`config.mk`:
```
export PLATFORM = sky130hd
export DESIGN_NAME = rr_arb4_enc
export DESIGN_NICKNAME = d
export VERILOG_FILES = /design/src/rtl/rr_arb_pkg.sv /design/src/rtl/rr_pick4.sv /design/src/rtl/rr_arb4_enc.sv
export SDC_FILE = /design/constraint.sdc
export NUM_CORES = 1
export LEC_CHECK = 0
export ABC_AREA = 1
export CORE_MARGIN = 3
export CORE_UTILIZATION = 48
export DETAILED_ROUTE_END_ITERATION = 12
export GPL_ROUTABILITY_DRIVEN = 0
export PLACE_DENSITY = 0.74
export SLEW_MARGIN = 20
export SYNTH_ARGS = -nofsm -noshare
export SYNTH_HDL_FRONTEND = slang
export SYNTH_SLANG_ARGS = --single-unit
```
`constraint.sdc`:
```
create_clock -name clk -period 1.7 [get_ports clk]
set_input_delay 0.34 -clock clk [delete_from_list [all_inputs] [get_ports clk]]
set_output_delay 0.34 -clock clk [all_outputs]
set_load 0.01 [all_outputs]
```
`src/rtl/rr_arb_pkg.sv`:
```
// Shared types, sizes and helpers for the four-way round-robin arbiter.
package rr_arb_pkg;

  localparam int N_REQ = 4;
  localparam int IDX_W = 2;

  // Arbiter phases: waiting for a request, serving an owner, post-release gap.
  typedef enum logic [1:0] {
    IDLE = 2'd0,
    BUSY = 2'd1,
    GAP  = 2'd2
  } state_t;

  // Number of bits needed to count value distinct states (0 for value <= 1).
  function automatic int clog2(input int value);
    int bits;
    bits = 0;
    for (int i = 0; i < 31; i++) begin
      if ((1 << i) < value) bits = i + 1;
    end
    return bits;
  endfunction

endpackage

```
`src/rtl/rr_pick4.sv`:
```
// Combinational round-robin picker: first eligible requester after 'last', wrapping.
module rr_pick4
  import rr_arb_pkg::*;
(
  input  logic [N_REQ-1:0] elig,
  input  logic [IDX_W-1:0] last,
  output logic [IDX_W-1:0] sel,
  output logic             any
);

  logic [IDX_W-1:0] idx;

  // Scan last+1, last+2, ... last+4 (modulo 4); the first eligible index wins.
  always_comb begin
    sel = '0;
    any = 1'b0;
    idx = '0;
    for (int k = 1; k <= N_REQ; k++) begin
      idx = last + IDX_W'(k);
      if (!any && elig[idx]) begin
        sel = idx;
        any = 1'b1;
      end
    end
  end

endmodule

```
`src/rtl/rr_arb4_enc.sv`:
```
// Four-requester round-robin arbiter with one-hot and encoded grant, hold
// timeout, post-release gap and per-requester lockout after a forced release.
// The FSM state is kept in the 'state' signal for hierarchical observation.
module rr_arb4_enc
  import rr_arb_pkg::*;
#(
  parameter int MAX_HOLD   = 16,
  parameter int GAP_CYCLES = 1
) (
  input  logic             clk,
  input  logic             rst,
  input  logic [N_REQ-1:0] req,
  output logic [N_REQ-1:0] gnt,
  output logic             e1,
  output logic             e0,
  output logic             gnt_valid,
  output logic             timeout,
  output logic [N_REQ-1:0] lockout
);

  localparam int HOLD_W = clog2(MAX_HOLD + 1);
  localparam int GAP_W  = (GAP_CYCLES > 1) ? clog2(GAP_CYCLES) : 1;

  state_t            state, state_nxt;
  logic [IDX_W-1:0]  last, last_nxt;     // last granted index; equals the owner while BUSY
  logic [HOLD_W-1:0] hold, hold_nxt;
  logic [GAP_W-1:0]  gap_cnt, gap_nxt;
  logic [N_REQ-1:0]  gnt_nxt, lock_nxt;
  logic [IDX_W-1:0]  idx_q, idx_nxt;
  logic              valid_nxt, to_nxt;
  logic [N_REQ-1:0]  elig;
  logic [IDX_W-1:0]  sel;
  logic              any;
  logic              release_now, forced;

  assign elig = req & ~lockout;
  assign e1   = idx_q[1];
  assign e0   = idx_q[0];

  rr_pick4 u_pick (
    .elig (elig),
    .last (last),
    .sel  (sel),
    .any  (any)
  );

  // Next-state, counter, lockout and registered-output computation.
  always_comb begin
    state_nxt   = state;
    last_nxt    = last;
    hold_nxt    = hold;
    gap_nxt     = gap_cnt;
    gnt_nxt     = '0;
    idx_nxt     = '0;
    valid_nxt   = 1'b0;
    to_nxt      = 1'b0;
    // A requester that drops its request is forgiven; a new lockout below overrides.
    lock_nxt    = lockout & req;
    release_now = 1'b0;
    forced      = 1'b0;
    case (state)
      IDLE: begin
        if (any) begin
          state_nxt = BUSY;
          gnt_nxt   = N_REQ'(1) << sel;
          idx_nxt   = sel;
          valid_nxt = 1'b1;
          hold_nxt  = HOLD_W'(1);
          last_nxt  = sel;
        end
      end
      BUSY: begin
        release_now = !req[last];
        forced      = req[last] && (hold == HOLD_W'(MAX_HOLD));
        if (release_now || forced) begin
          hold_nxt  = '0;
          gap_nxt   = '0;
          state_nxt = (GAP_CYCLES > 0) ? GAP : IDLE;
          if (forced) begin
            to_nxt         = 1'b1;
            lock_nxt[last] = 1'b1;
          end
        end else begin
          gnt_nxt   = gnt;
          idx_nxt   = idx_q;
          valid_nxt = 1'b1;
          if (hold != HOLD_W'(MAX_HOLD)) hold_nxt = hold + HOLD_W'(1);
        end
      end
      GAP: begin
        if (gap_cnt == GAP_W'(GAP_CYCLES - 1)) begin
          gap_nxt   = '0;
          state_nxt = IDLE;
        end else begin
          gap_nxt = gap_cnt + GAP_W'(1);
        end
      end
      default: state_nxt = IDLE;
    endcase
  end

  // State, counters and output registers; reset restarts the search at requester 0.
  always_ff @(posedge clk or posedge rst) begin
    if (rst) begin
      state     <= IDLE;
      last      <= IDX_W'(N_REQ - 1);
      hold      <= '0;
      gap_cnt   <= '0;
      gnt       <= '0;
      idx_q     <= '0;
      gnt_valid <= 1'b0;
      timeout   <= 1'b0;
      lockout   <= '0;
    end else begin
      state     <= state_nxt;
      last      <= last_nxt;
      hold      <= hold_nxt;
      gap_cnt   <= gap_nxt;
      gnt       <= gnt_nxt;
      idx_q     <= idx_nxt;
      gnt_valid <= valid_nxt;
      timeout   <= to_nxt;
      lockout   <= lock_nxt;
    end
  end

endmodule

```
Yosys cells after proc, flatten, opt, wreduce, memory -nomap -nowiden. Cells that the tools add are included.

Flip-flop bits (word level): 22. Output and inout port bits: 12.

Add/sub/neg operators: 5. Reductions and logical operators: 17. Shifts and indexed selects: 1. Bitwise gates (word level): 4. Multiplexer cells: 46. $lt $le $gt $ge: 5. Equality and inequality tests: 8.

Operators by type and width (count): two-way mux 4 bit (5); two-way mux 2 bit (9); two-way mux 1 bit (17); two-way mux 5 bit (3); < comparator 2 x 3 -> 1 bit, second input constant (4); binary-select mux 1 bit (select 2 bit) (5); one-hot mux 5 bit (2 select lines) (1); AND 4 bit (2); one-hot mux 4 bit (2 select lines) (1); != test 2 bit, second input constant (3); one-hot mux 2 bit (3 select lines) (1); AND reduction 3 bit (2); adder 5 x 1 -> 5 bit, second input constant (1); == test 5 bit, second input constant (1); logical AND 1 bit (5); != test 5 bit, second input constant (1); adder 2 bit, second input constant (2); logical NOT 1 bit (4); inverter 4 bit (1); bitwise OR 4 bit (1); one-hot mux 1 bit (2 select lines) (2); one-hot mux 2 bit (2 select lines) (1); AND reduction 2 bit (2); nonzero test 2 bit (2); other kinds (10) (10).

Logic depth before layout (Yosys ltp). Gate-level depths: netlist of run 1.

Depth in word-level cells: 17. Mapped depth: 12. Depth with buffers taken out: 11.

Cells and area by module. Synthesis of run 1 repeated with hierarchy kept, for this count alone.

Cells, all modules: 181. Area total of the unflattened synthesis: 1307.5 sq um.

Modules (own cells, without submodules): rr_arb4_enc (seq. area each 528.0 sq um, cells each 129, times used 1, area each 1036.0 sq um); rr_pick4 (seq. area each 0.0 sq um, cells each 52, times used 1, area each 271.5 sq um).

Worst setup path before layout of run 1. OpenSTA, ideal clock, no wires.

Kind: register -> register. From: register last[1]. To: register idx_q[0]. Setup slack: -120 ps. Stages on the path, launching flop included: 12. Setup time: 119 ps. Path buffers: 1. Arrival time: 1701 ps. Path through: dfstp_2 clkbuf_2 inv_2 ha_1 inv_1 nand3_1 a21oi_1 nand2_1 nand2_1 nand2_2 nand2_1 nand2_1.

Cells in the longest elaborated chain, start to end: 15. Elaborated cells on any way between the ends: 33.

Ends and longest elaborated chain: from (decl) (line rr_arb4_enc.sv:25) `logic [IDX_W-1:0] last, last_nxt;`; from (signal assigned) (line rr_arb4_enc.sv:106) `last <= IDX_W'(N_REQ - 1);`; from (signal assigned) (line rr_arb4_enc.sv:116) `last <= last_nxt;`; adder 2 x 1 -> 2 bit (line rr_pick4.sv:19) `idx = last + IDX_W'(k);`; binary-select mux 1 bit (select 2 bit) (line rr_pick4.sv:20) `if (!any && elig[idx]) begin`; two-way mux 1 bit (not written as such) (line rr_pick4.sv:20); two-way mux 1 bit (line rr_pick4.sv:20); logical NOT 1 bit (line rr_pick4.sv:20); logical AND 1 bit (line rr_pick4.sv:20); two-way mux 1 bit (line rr_pick4.sv:20); logical NOT 1 bit (line rr_pick4.sv:20); logical AND 1 bit (line rr_pick4.sv:20); two-way mux 1 bit (line rr_pick4.sv:20); logical NOT 1 bit (line rr_pick4.sv:20); logical AND 1 bit (line rr_pick4.sv:20); two-way mux 2 bit or two-way mux 1 bit (tied branches) (line rr_pick4.sv:20); two-way mux 2 bit (line rr_arb4_enc.sv:63) `if (any) begin`; one-hot mux 2 bit (2 select lines) (line rr_arb4_enc.sv:61) `case (state)`; to (signal assigned) (line rr_arb4_enc.sv:120) `idx_q <= idx_nxt;`; to (decl) (line rr_arb4_enc.sv:29) `logic [IDX_W-1:0] idx_q, idx_nxt;`.

Parallel ways exist; a longest one is shown, timed or not. The select of a mux whose other input is x is not followed. A chain may end at the register's enable or synchronous reset.

Worst setup path after layout of run 1.
From: register last[0]. To: register gnt[1].

Cells in the longest elaborated chain, start to end: 16. Elaborated cells on any way between the ends: 34.

Ends and longest elaborated chain: adder 2 x 1 -> 2 bit (line rr_pick4.sv:19); binary-select mux 1 bit (select 2 bit) (line rr_pick4.sv:20); two-way mux 1 bit (not written as such) (line rr_pick4.sv:20); two-way mux 1 bit (line rr_pick4.sv:20); logical NOT 1 bit (line rr_pick4.sv:20); logical AND 1 bit (line rr_pick4.sv:20); two-way mux 1 bit (line rr_pick4.sv:20); logical NOT 1 bit (line rr_pick4.sv:20); logical AND 1 bit (line rr_pick4.sv:20); two-way mux 1 bit (line rr_pick4.sv:20); logical NOT 1 bit (line rr_pick4.sv:20); logical AND 1 bit (line rr_pick4.sv:20); two-way mux 2 bit (line rr_pick4.sv:20); left shift 1 x 2 -> 4 bit (line rr_arb4_enc.sv:65) `gnt_nxt = N_REQ'(1) << sel;`; two-way mux 4 bit (line rr_arb4_enc.sv:63); one-hot mux 4 bit (2 select lines) (line rr_arb4_enc.sv:61); to (signal assigned) (line rr_arb4_enc.sv:119) `gnt <= gnt_nxt;`; to (decl) (line rr_arb4_enc.sv:13) `output logic [N_REQ-1:0] gnt,`.

Parallel ways exist; a longest one is shown, timed or not. The select of a mux whose other input is x is not followed.

==> results of run 1 <==
[sequential cells by signal (all words and copies together) (netlist names)]
signal	cells
idx_q	2
gnt	4
timeout	1
gnt_valid	1
lockout	4
last	2
state	2
hold	5
[area by class of cell]
cell class                      instances  area, sq um  area share, %
Tap cell                               30        37.54          2.351
Multi-Input combinational cell        113        689.4          43.18
Inverter                               22        87.58          5.486
Sequential cell                        21        528.0          33.07
Clock inverter                          1        5.005         0.3135
Clock buffer                            3        22.52          1.411
Timing Repair Buffer                   24        226.5          14.18
[through the flow]
| stage | area (sq um) | total power [mW] |
|---|---|---|
| finish | 1597 | 2.744 |
| global route | 1597 | 2.985 |
| CTS | 1572 | 2.658 |
| detailed placement | 1541 | 2.387 |
| global placement | 1541 | 2.336 |
| floorplan | 1300 | 1.910 |
[layout by cell type (no fill, tap or decap), types with 3 or more instances in the layout]
cell	Yosys	routed
nand3_1	22	20
nand3_2	4	6
ha_1	6	5
a22o_1	4	4
buf_4	0	6
clkdlybuf4s50_1	0	17
nand4_1	4	4
o21ai_1	4	5
nand2_2	4	6
clkbuf_4	0	3
inv_1	19	17
xor2_1	3	3
inv_2	3	3
dfrtp_1	19	19
nand2_1	46	44
[where the power goes]
group	internal [mW]	switching, mW	leakage [nW]
clock	0.0878	0.159	0.0177
combinational	0.669	1.10	0.516
sequential	0.647	0.0766	0.273
total	1.40	1.34	0.807
[kinds of logic (layout without fill, tap and decap cells)]
group	Yosys count	count (layout)	synth area share (%)
compound gates	17	17	8.764
flops	21	21	41.09
buf+inv	24	50	7.692
simple gates	87	87	34.57
xor+xnor	3	3	2.045
fa+ha+maj	6	6	5.842
[layer usage]
layer  track usage [%]  vias up  wire (um)
met3             4.677        4        166
met2             32.58       40       1415
met4             6.291        0         40
li1                  -      568          -
met1             22.57      559       1254
met5                 0        -          0
[worst max path at each step]
stage | start | endpoint | cells after the start
after CTS | last[0]$_DFFE_PP1P_ | gnt[1]$_DFFE_PP0P_ | 9
final | last[0]$_DFFE_PP1P_ | gnt[1]$_DFFE_PP0P_ | 10
after floorplan | last[1]$_DFFE_PP1P_ | idx_q[0]$_DFFE_PP0P_ | 11
after global placement | req[2] | idx_q[0]$_DFFE_PP0P_ | 10
after global routing | last[0]$_DFFE_PP1P_ | gnt[1]$_DFFE_PP0P_ | 10
after detailed placement | req[1] | gnt[1]$_DFFE_PP0P_ | 9
[worst max-delay path: stages, from the launching register on]
cell,delay (ns)
dfstp_2,0.58
inv_4,0.08
ha_4,0.26
inv_4,0.07
nand3_2,0.10
a21oi_2,0.15
nand2_1,0.08
nand2_1,0.08
nand2_2,0.07
nand3_1,0.09
nand2_1,0.06
[repair_timing]
item / CTS / global route
pin swaps: 0 / 3
endpoints found under the setup margin: 1 / 10
cloned: 0 / 0
gates resized for setup: 1 / 9
hold buffers: 0 / 0
==> results_dict.tcl, run 1 <==
set metrics [dict create \
    synthDistinctLibCells 26 \
    ant_nets 0 \
    syn2layout_area_growth_pct 24.25 \
    htreeDepth 1 \
    cap_violations 0 \
    drc 0 \
    hold_path.class "in -> async" \
    firstDrtPassIters 5 \
    fin_crit_sh_pct 99.51 \
    insertedDiodeCount 0 \
    viasPerCell 5.472 \
    path_class "reg -> reg" \
    grt_pass1_wl_um 4912 \
    final_util_pct 63.29 \
    setup_viol 0 \
    async_flop_share_pct 100.0 \
    synth.area.top_cells "dfrtp_1 (37%), nand2_1 (13%), nand3_1 (8.6%)" \
    fp.dieH_um 57.74 \
    cts.path.max_buffers 2 \
    yosys_warnings 0 \
    synth-edff-count 0 \
    dp.cells 210 \
    synth.top_cell.area_share_pct 37.00 \
    antenna_found_initial 0 \
    timing.hold.ws_ns 0.3414 \
    drt_wl_total_um 2877 \
    min_period_ns 1.692 \
    start_util_pct 50.94 \
    grt_max_degree 22 \
    synth_ff_type "dfrtp_1" \
    grt_pass1_vias 1199 \
    portBuffers 17 \
    syn-cell-area_sq_um 1285 \
    power_leakage_nw 0.8068 \
    clock-sinks 21 \
    wire_per_inst_um 13.44 \
    setup_tns_ns 0 \
    cts_root_buf "clkbuf_4" \
    worstReg2RegEnd "gnt[1]$_DFFE_PP0P_" \
    grt_usage_pct 18.76 \
    ys_seq_elements 21 \
    reg2regPathDepth 10 \
    fin_nets 197 \
    core_sq_um 2522 \
    vias 1171 \
    chipWidth_um 57.74 \
    yosys.area.top_type "dfrtp_1" \
    row_count 18 \
    finClkSkew_ns 0.001394 \
    max_freq_mhz 591.1 \
    outcome "finished clean" \
    r2r_start "last[0]$_DFFE_PP1P_" \
    yosysMostFrequentCell "nand2_1" \
    worst_setup_path_start_kind "flop" \
    clkTransAtPathRegs_ns 0.12 \
    hold_violations 0 \
    crit_arrival_ns 1.90 \
    synth_commonest_cells "nand2_1 (46), nand3_1 (22), dfrtp_1 (19), inv_1 (19), ha_1 (6)" \
    clkLatencyLatePin_ns 0.31 \
    dieArea_sq_um 3334 \
    power_density_nw_per_um2 1719 \
    ir_worst_vdd_mv 1.011 \
    worst_pin_slew_ns 0.3773 \
    dp_slack_ns -0.1604 \
    crit_required_ns 1.91 \
    synthesis.nets 170 \
    cts_tree "built" \
    critPathCaptureType "flop" \
    final.fill_count 218 \
    fin_cells 214 \
    numCtsBuffers 3 \
    post_cts_buffers 0 \
    rsz0062_at_grt "yes" \
    slew_violations 0 \
    critPathMaxFanout 9 \
    slew_headroom_pct 74.75 \
    syn-mean-instance-area_sq_um 8.133 \
    overflow 0 \
    rrSetupSlack_ns 0.008 \
    hpwl_um 2098 \
    yosysSeqAreaShare_pct 41.09 \
    finalWorstSetupSlack_ns 0.008377 \
    drive_gt1_share_pct 21.20 \
    syn_inst 158 \
    ioPinCount 18 \
    drt_iter0_markers 33 \
]
Note: power is estimated with default switching activity, not from simulation.
==> run 2, diff against run 1 <==
--- a/config.mk
+++ b/config.mk
@@ -7,10 +7,11 @@
 export LEC_CHECK = 0
 export ABC_AREA = 1
 export CORE_MARGIN = 3
-export CORE_UTILIZATION = 48
+export CORE_UTILIZATION = 53
 export DETAILED_ROUTE_END_ITERATION = 12
 export GPL_ROUTABILITY_DRIVEN = 0
-export PLACE_DENSITY = 0.74
+export HOLD_SLACK_MARGIN = 0.12
+export PLACE_DENSITY = 0.78
 export SLEW_MARGIN = 20
 export SYNTH_ARGS = -nofsm -noshare
 export SYNTH_HDL_FRONTEND = slang
==> constraint.sdc (replaced) <==
create_clock -name clk -period 1.8 [get_ports clk]
set_input_delay 0.36 -clock clk [delete_from_list [all_inputs] [get_ports clk]]
set_output_delay 0.36 -clock clk [all_outputs]
set_load 0.01 [all_outputs]
==> results_dict.tcl, run 2 (synthesis results as in run 1) <==
set metrics [dict create \
    placed_cell_area_sq_um 1534 \
    core_sq_um 2255 \
    setup_viol 0 \
    numCtsBuffers 3 \
    worst_pin_slew_ns 0.3798 \
    wire_per_inst_um 13.81 \
    portBuffers 17 \
    start_util_pct 56.99 \
    p_clk_share_pct 9.3 \
    drive_gt1_share_pct 22.70 \
    clkTransAtPathRegs_ns 0.13 \
    top_regs "hold x5, gnt x4, lockout x4" \
    regMostFlops "hold" \
    power_density_nw_per_um2 1602 \
    worst_setup_path_start_kind "flop" \
    grt_pass1_wl_um 4871 \
    dr.max_layer_used "met4" \
    cts_root_buf "clkbuf_4" \
    largest_reg_flops 5 \
    wl_met3_um 126 \
    vias 1152 \
    cap_violations 0 \
    drt_iter0_markers 15 \
    final.fill_count 192 \
    power_frac_comb_pct 64.3 \
    cts_tree "built" \
    grt_usage_pct 19.62 \
    insertedDiodeCount 0 \
    crit_required_ns 2.05 \
    viasPerCell 5.408 \
    post_cts_buffers 0 \
    path_class "reg -> reg" \
    drt_wl_total_um 2941 \
    row_count 17 \
    clock-sinks 21 \
    max_freq_mhz 588.0 \
    fin_nets 198 \
    dieArea_sq_um 3051 \
    timing.hold.ws_ns 0.3554 \
    slew_headroom_pct 74.59 \
    fin_crit_sh_pct 94.48 \
    ioPinCount 18 \
    clkLatencyLatePin_ns 0.32 \
    wl_met1_um 1297 \
    hold_path.class "in -> async" \
    overflow 0 \
    outcome "finished clean" \
    ant_nets 0 \
    ir_worst_vdd_mv 1.088 \
    syn2layout_area_growth_pct 25.12 \
    antenna_found_initial 0 \
    finClkSkew_ns 0.008355 \
    power_leakage_nw 0.8153 \
    grt_pass1_vias 1147 \
    crit_arrival_ns 1.95 \
    p_sw_mw 1.253 \
    critPathMaxFanout 8 \
    firstDrtPassIters 4 \
    grt_max_degree 22 \
    critPathCaptureType "flop" \
    fp.dieH_um 55.24 \
    hold_violations 0 \
    min_period_ns 1.701 \
    p_seq_share_pct 26.4 \
    drc 0 \
    hpwl_um 2150 \
    p_sw_share_pct 48.63 \
    design_area_sq_um 1608 \
    dr_wl_met2_um 1437 \
    p_int_mw 1.323 \
    htreeDepth 1 \
    final_common_cell "nand2_1" \
    chipWidth_um 55.24 \
    mostFrequentLayoutCells "nand2_1 (43), nand3_1 (19), dfrtp_1 (19)" \
    slew_violations 0 \
    cts.path.max_buffers 2 \
]
-- run 2: cell count changes in the layout (fill, tap and decap cells not counted) --
cell and delta:
nand2_2 +1, nand3_2 +1, buf_4 +1, inv_2 +1
nand3_1 -1, inv_4 -2, inv_1 +1, o21ai_1 -1
o21ai_2 +1, nand2_1 -1
-- run 2: area by class of cell --
cell class | count | area, sq um | share of cell area, %
Multi-Input combinational cell | 113 | 700.7 | 43.58
Sequential cell | 21 | 528.0 | 32.84
Timing Repair Buffer | 25 | 234.0 | 14.55
Inverter | 22 | 82.58 | 5.136
Tap cell | 28 | 35.03 | 2.179
Clock buffer | 3 | 22.52 | 1.401
Clock inverter | 1 | 5.005 | 0.3113
-- run 2: critical path, stage by stage, from the launching register on --
cell,delay (ns)
dfstp_2,0.57
inv_2,0.06
buf_4,0.17
nand3_1,0.12
nand2_2,0.10
o21ai_2,0.15
nand3_2,0.09
nand2_1,0.11
nand2_1,0.11
o21ai_1,0.15
-- run 2: layer usage --
metal | global-route usage [%] | vias to the layer above
met1 | 24.59 | 534
li1 | - | 570
met4 | 9.028 | 0
met5 | 0 | -
met3 | 2.570 | 9
met2 | 33.28 | 39
-- run 2: per-stage QoR --
stage	TNS [ns]	power [mW]	setup slack, ns	std cells	utilization, %
global route	-0.01725	2.804	-0.01197	213	71.31
floorplan	0	1.777	0.02379	158	-
global placement	-0.2169	2.168	-0.06690	209	68.04
detailed placement	-1.084	2.224	-0.1723	209	68.04
finish	0	2.576	0.09939	213	71.31
CTS	0	2.479	0.02381	213	69.26
-- run 2: power by group through the flow --
| stage | Combinational, mW | Clock, mW | Sequential [mW] |
|---|---|---|---|
| final | 1.66 | 0.239 | 0.680 |
| after global routing | 1.85 | 0.260 | 0.693 |
| after CTS | 1.56 | 0.244 | 0.678 |
| after detailed placement | 1.54 | 0 | 0.684 |
| after global placement | 1.49 | 0 | 0.681 |
| after floorplan | 1.07 | 0 | 0.707 |
-- run 2: worst paths after layout --
kind | start | endpoint | slack (ns) | cells past startpoint
hold / removal | rst | gnt_valid$_DFF_PP0_ | 0.36 | 3
setup / recovery | last[0]$_DFFE_PP1P_ | hold[2]$_DFFE_PP0P_ | 0.1 | 9
max in group asynchronous | rst | last[1]$_DFFE_PP1P_ | 1.16 | 3
setup reg to reg | last[0]$_DFFE_PP1P_ | hold[2]$_DFFE_PP0P_ | 0.1 | 9
hold reg to reg | gnt[2]$_DFFE_PP0P_ | gnt[2]$_DFFE_PP0P_ | 0.50 | 2
min in group clk | gnt[2]$_DFFE_PP0P_ | gnt[2]$_DFFE_PP0P_ | 0.50 | 2
-- run 2: timing repair --
action / 4_1_cts / 5_1_grt
hold buffers: 0 / 0
endpoints found under the setup margin: 0 / 11
gates resized for setup: 0 / 11
==> run 3, diff against run 2 <==
--- a/config.mk
+++ b/config.mk
@@ -7,12 +7,10 @@
 export LEC_CHECK = 0
 export ABC_AREA = 1
 export CORE_MARGIN = 3
-export CORE_UTILIZATION = 53
+export CORE_UTILIZATION = 38
 export DETAILED_ROUTE_END_ITERATION = 12
 export GPL_ROUTABILITY_DRIVEN = 0
 export HOLD_SLACK_MARGIN = 0.12
-export PLACE_DENSITY = 0.78
-export SLEW_MARGIN = 20
 export SYNTH_ARGS = -nofsm -noshare
 export SYNTH_HDL_FRONTEND = slang
 export SYNTH_SLANG_ARGS = --single-unit
==> constraint.sdc (replaced) <==
create_clock -name clk -period 1.85 [get_ports clk]
set_input_delay 0.37 -clock clk [delete_from_list [all_inputs] [get_ports clk]]
set_output_delay 0.37 -clock clk [all_outputs]
set_load 0.01 [all_outputs]
==> results_dict.tcl, run 3 (synthesis results as in run 1) <==
set metrics [dict create \
    mostFrequentLayoutCells "nand2_1 (46), nand3_1 (22), dfrtp_1 (19)" \
    fp.dieH_um 64.15 \
    cts_root_buf "clkbuf_4" \
    regMostFlops "hold" \
    hold_path.class "in -> async" \
    max_freq_mhz 584.8 \
    clkLatencyLatePin_ns 0.32 \
    critPathCaptureType "flop" \
    fin_nets 199 \
    top_usage_layer "met2" \
    cts_hold_buf 0 \
    start_util_pct 41.08 \
    setup_viol 0 \
    power_density_nw_per_um2 1541 \
    grt_usage_pct 14.94 \
    path_class "reg -> reg" \
    dieArea_sq_um 4115 \
    finalWorstSetupSlack_ns 0.1399 \
    htreeDepth 1 \
    slew_headroom_pct 76.44 \
    final_common_cell "nand2_1" \
    worst_setup_path_start_kind "flop" \
    cts_tree "built" \
    crit_required_ns 2.06 \
    drive_gt1_share_pct 19.35 \
    timing.hold.ws_ns 0.3648 \
    cap_violations 0 \
    fin_crit_sh_pct 92.44 \
    grt_util_met2_pct 24.26 \
    ant_nets 0 \
    cts.path.max_buffers 2 \
    outcome "finished clean" \
    ir_worst_vdd_mv 0.7879 \
    grt_pass1_vias 1143 \
    insertedDiodeCount 0 \
    top_regs "hold x5, gnt x4, lockout x4" \
    worst_pin_slew_ns 0.3521 \
    syn2layout_area_growth_pct 24.25 \
    min_period_ns 1.710 \
    hpwl_um 2119 \
    drt_iter0_markers 38 \
    row_count 20 \
    drc 0 \
    clock-sinks 21 \
    finClkSkew_ns 0.01046 \
    antenna_found_initial 0 \
    use_met1_pct 19.58 \
    slew_violations 0 \
    portBuffers 17 \
    placed_cell_area_sq_um 1554 \
    grt_pass1_wl_um 4926 \
    ioPinCount 18 \
    viasPerCell 4.991 \
    crit_arrival_ns 1.92 \
    design_area_sq_um 1597 \
    grt_max_degree 22 \
    overflow 0 \
    final_util_pct 51.04 \
    power_leakage_nw 0.8122 \
    gr-usage-met3_pct 3.163 \
    chipWidth_um 64.15 \
    clkTransAtPathRegs_ns 0.13 \
    dp_slack_ns -0.05133 \
    drt_wl_total_um 2839 \
    wire_per_inst_um 12.34 \
    largest_reg_flops 5 \
    firstDrtPassIters 4 \
    numCtsBuffers 3 \
    hold_violations 0 \
    vias 1148 \
    critPathMaxFanout 5 \
    core_sq_um 3128 \
]
[run 3: per-layer routing]
metal | up-vias | wire length [um]
met5 | - | 0
met4 | 0 | 42
met3 | 6 | 121
met2 | 27 | 1278
met1 | 543 | 1397
li1 | 572 | -
[run 3: path summary, 6_finish.rpt]
path | from | to | slack (ns) | depth (start not counted)
setup / recovery | last[0]$_DFFE_PP1P_ | gnt[1]$_DFFE_PP0P_ | 0.14 | 10
hold / removal | rst | lockout[3]$_DFF_PP0_ | 0.36 | 3
setup reg to reg | last[0]$_DFFE_PP1P_ | gnt[1]$_DFFE_PP0P_ | 0.14 | 10
hold reg to reg | gnt[0]$_DFFE_PP0P_ | gnt[0]$_DFFE_PP0P_ | 0.50 | 2
max in group asynchronous | rst | last[1]$_DFFE_PP1P_ | 1.20 | 3
min in group clk | gnt[0]$_DFFE_PP0P_ | gnt[0]$_DFFE_PP0P_ | 0.50 | 2
[run 3: power by group]
part / total [mW] / switching [mW] / leakage (nW) / internal [mW]
Clock: 0.238 / 0.157 / 0.0177 / 0.0809
Combinational: 1.56 / 0.965 / 0.521 / 0.597
Sequential: 0.661 / 0.0666 / 0.273 / 0.594
Total: 2.46 / 1.19 / 0.812 / 1.27
[run 3: stage by stage]
step	total power [mW]	instances	setup TNS, ns
floorplan	1.717	158	0
global placement	2.134	225	-0.1537
detailed placement	2.160	225	-0.1228
CTS	2.408	229	0
global route	2.700	230	-0.009255
finish	2.461	230	0
[run 3: cell type report]
cell class | count | area [sq um]
fill | 297 | 1531
sequential | 21 | 528.0
clock inverter | 1 | 5.005
clock buffer | 3 | 22.52
multi-input combinational | 113 | 665.6
inverter | 22 | 82.58
tap | 44 | 55.05
timing repair buffer | 26 | 237.7
[run 3: critical path, stage by stage, from the launching register on]
cell     delay [ns]
dfstp_2        0.56
inv_2          0.04
ha_1           0.33
inv_2          0.10
nand3_1        0.12
a21oi_2        0.14
nand2_1        0.07
nand2_1        0.07
nand2_2        0.06
nand3_1        0.08
nand2_1        0.05
[run 3: what timing repair did]
action / CTS / global route
resized for setup: 0 / 4
hold endpoints to repair: 0 / 0
setup buffers: 0 / 1
endpoints found under the setup margin: 0 / 9
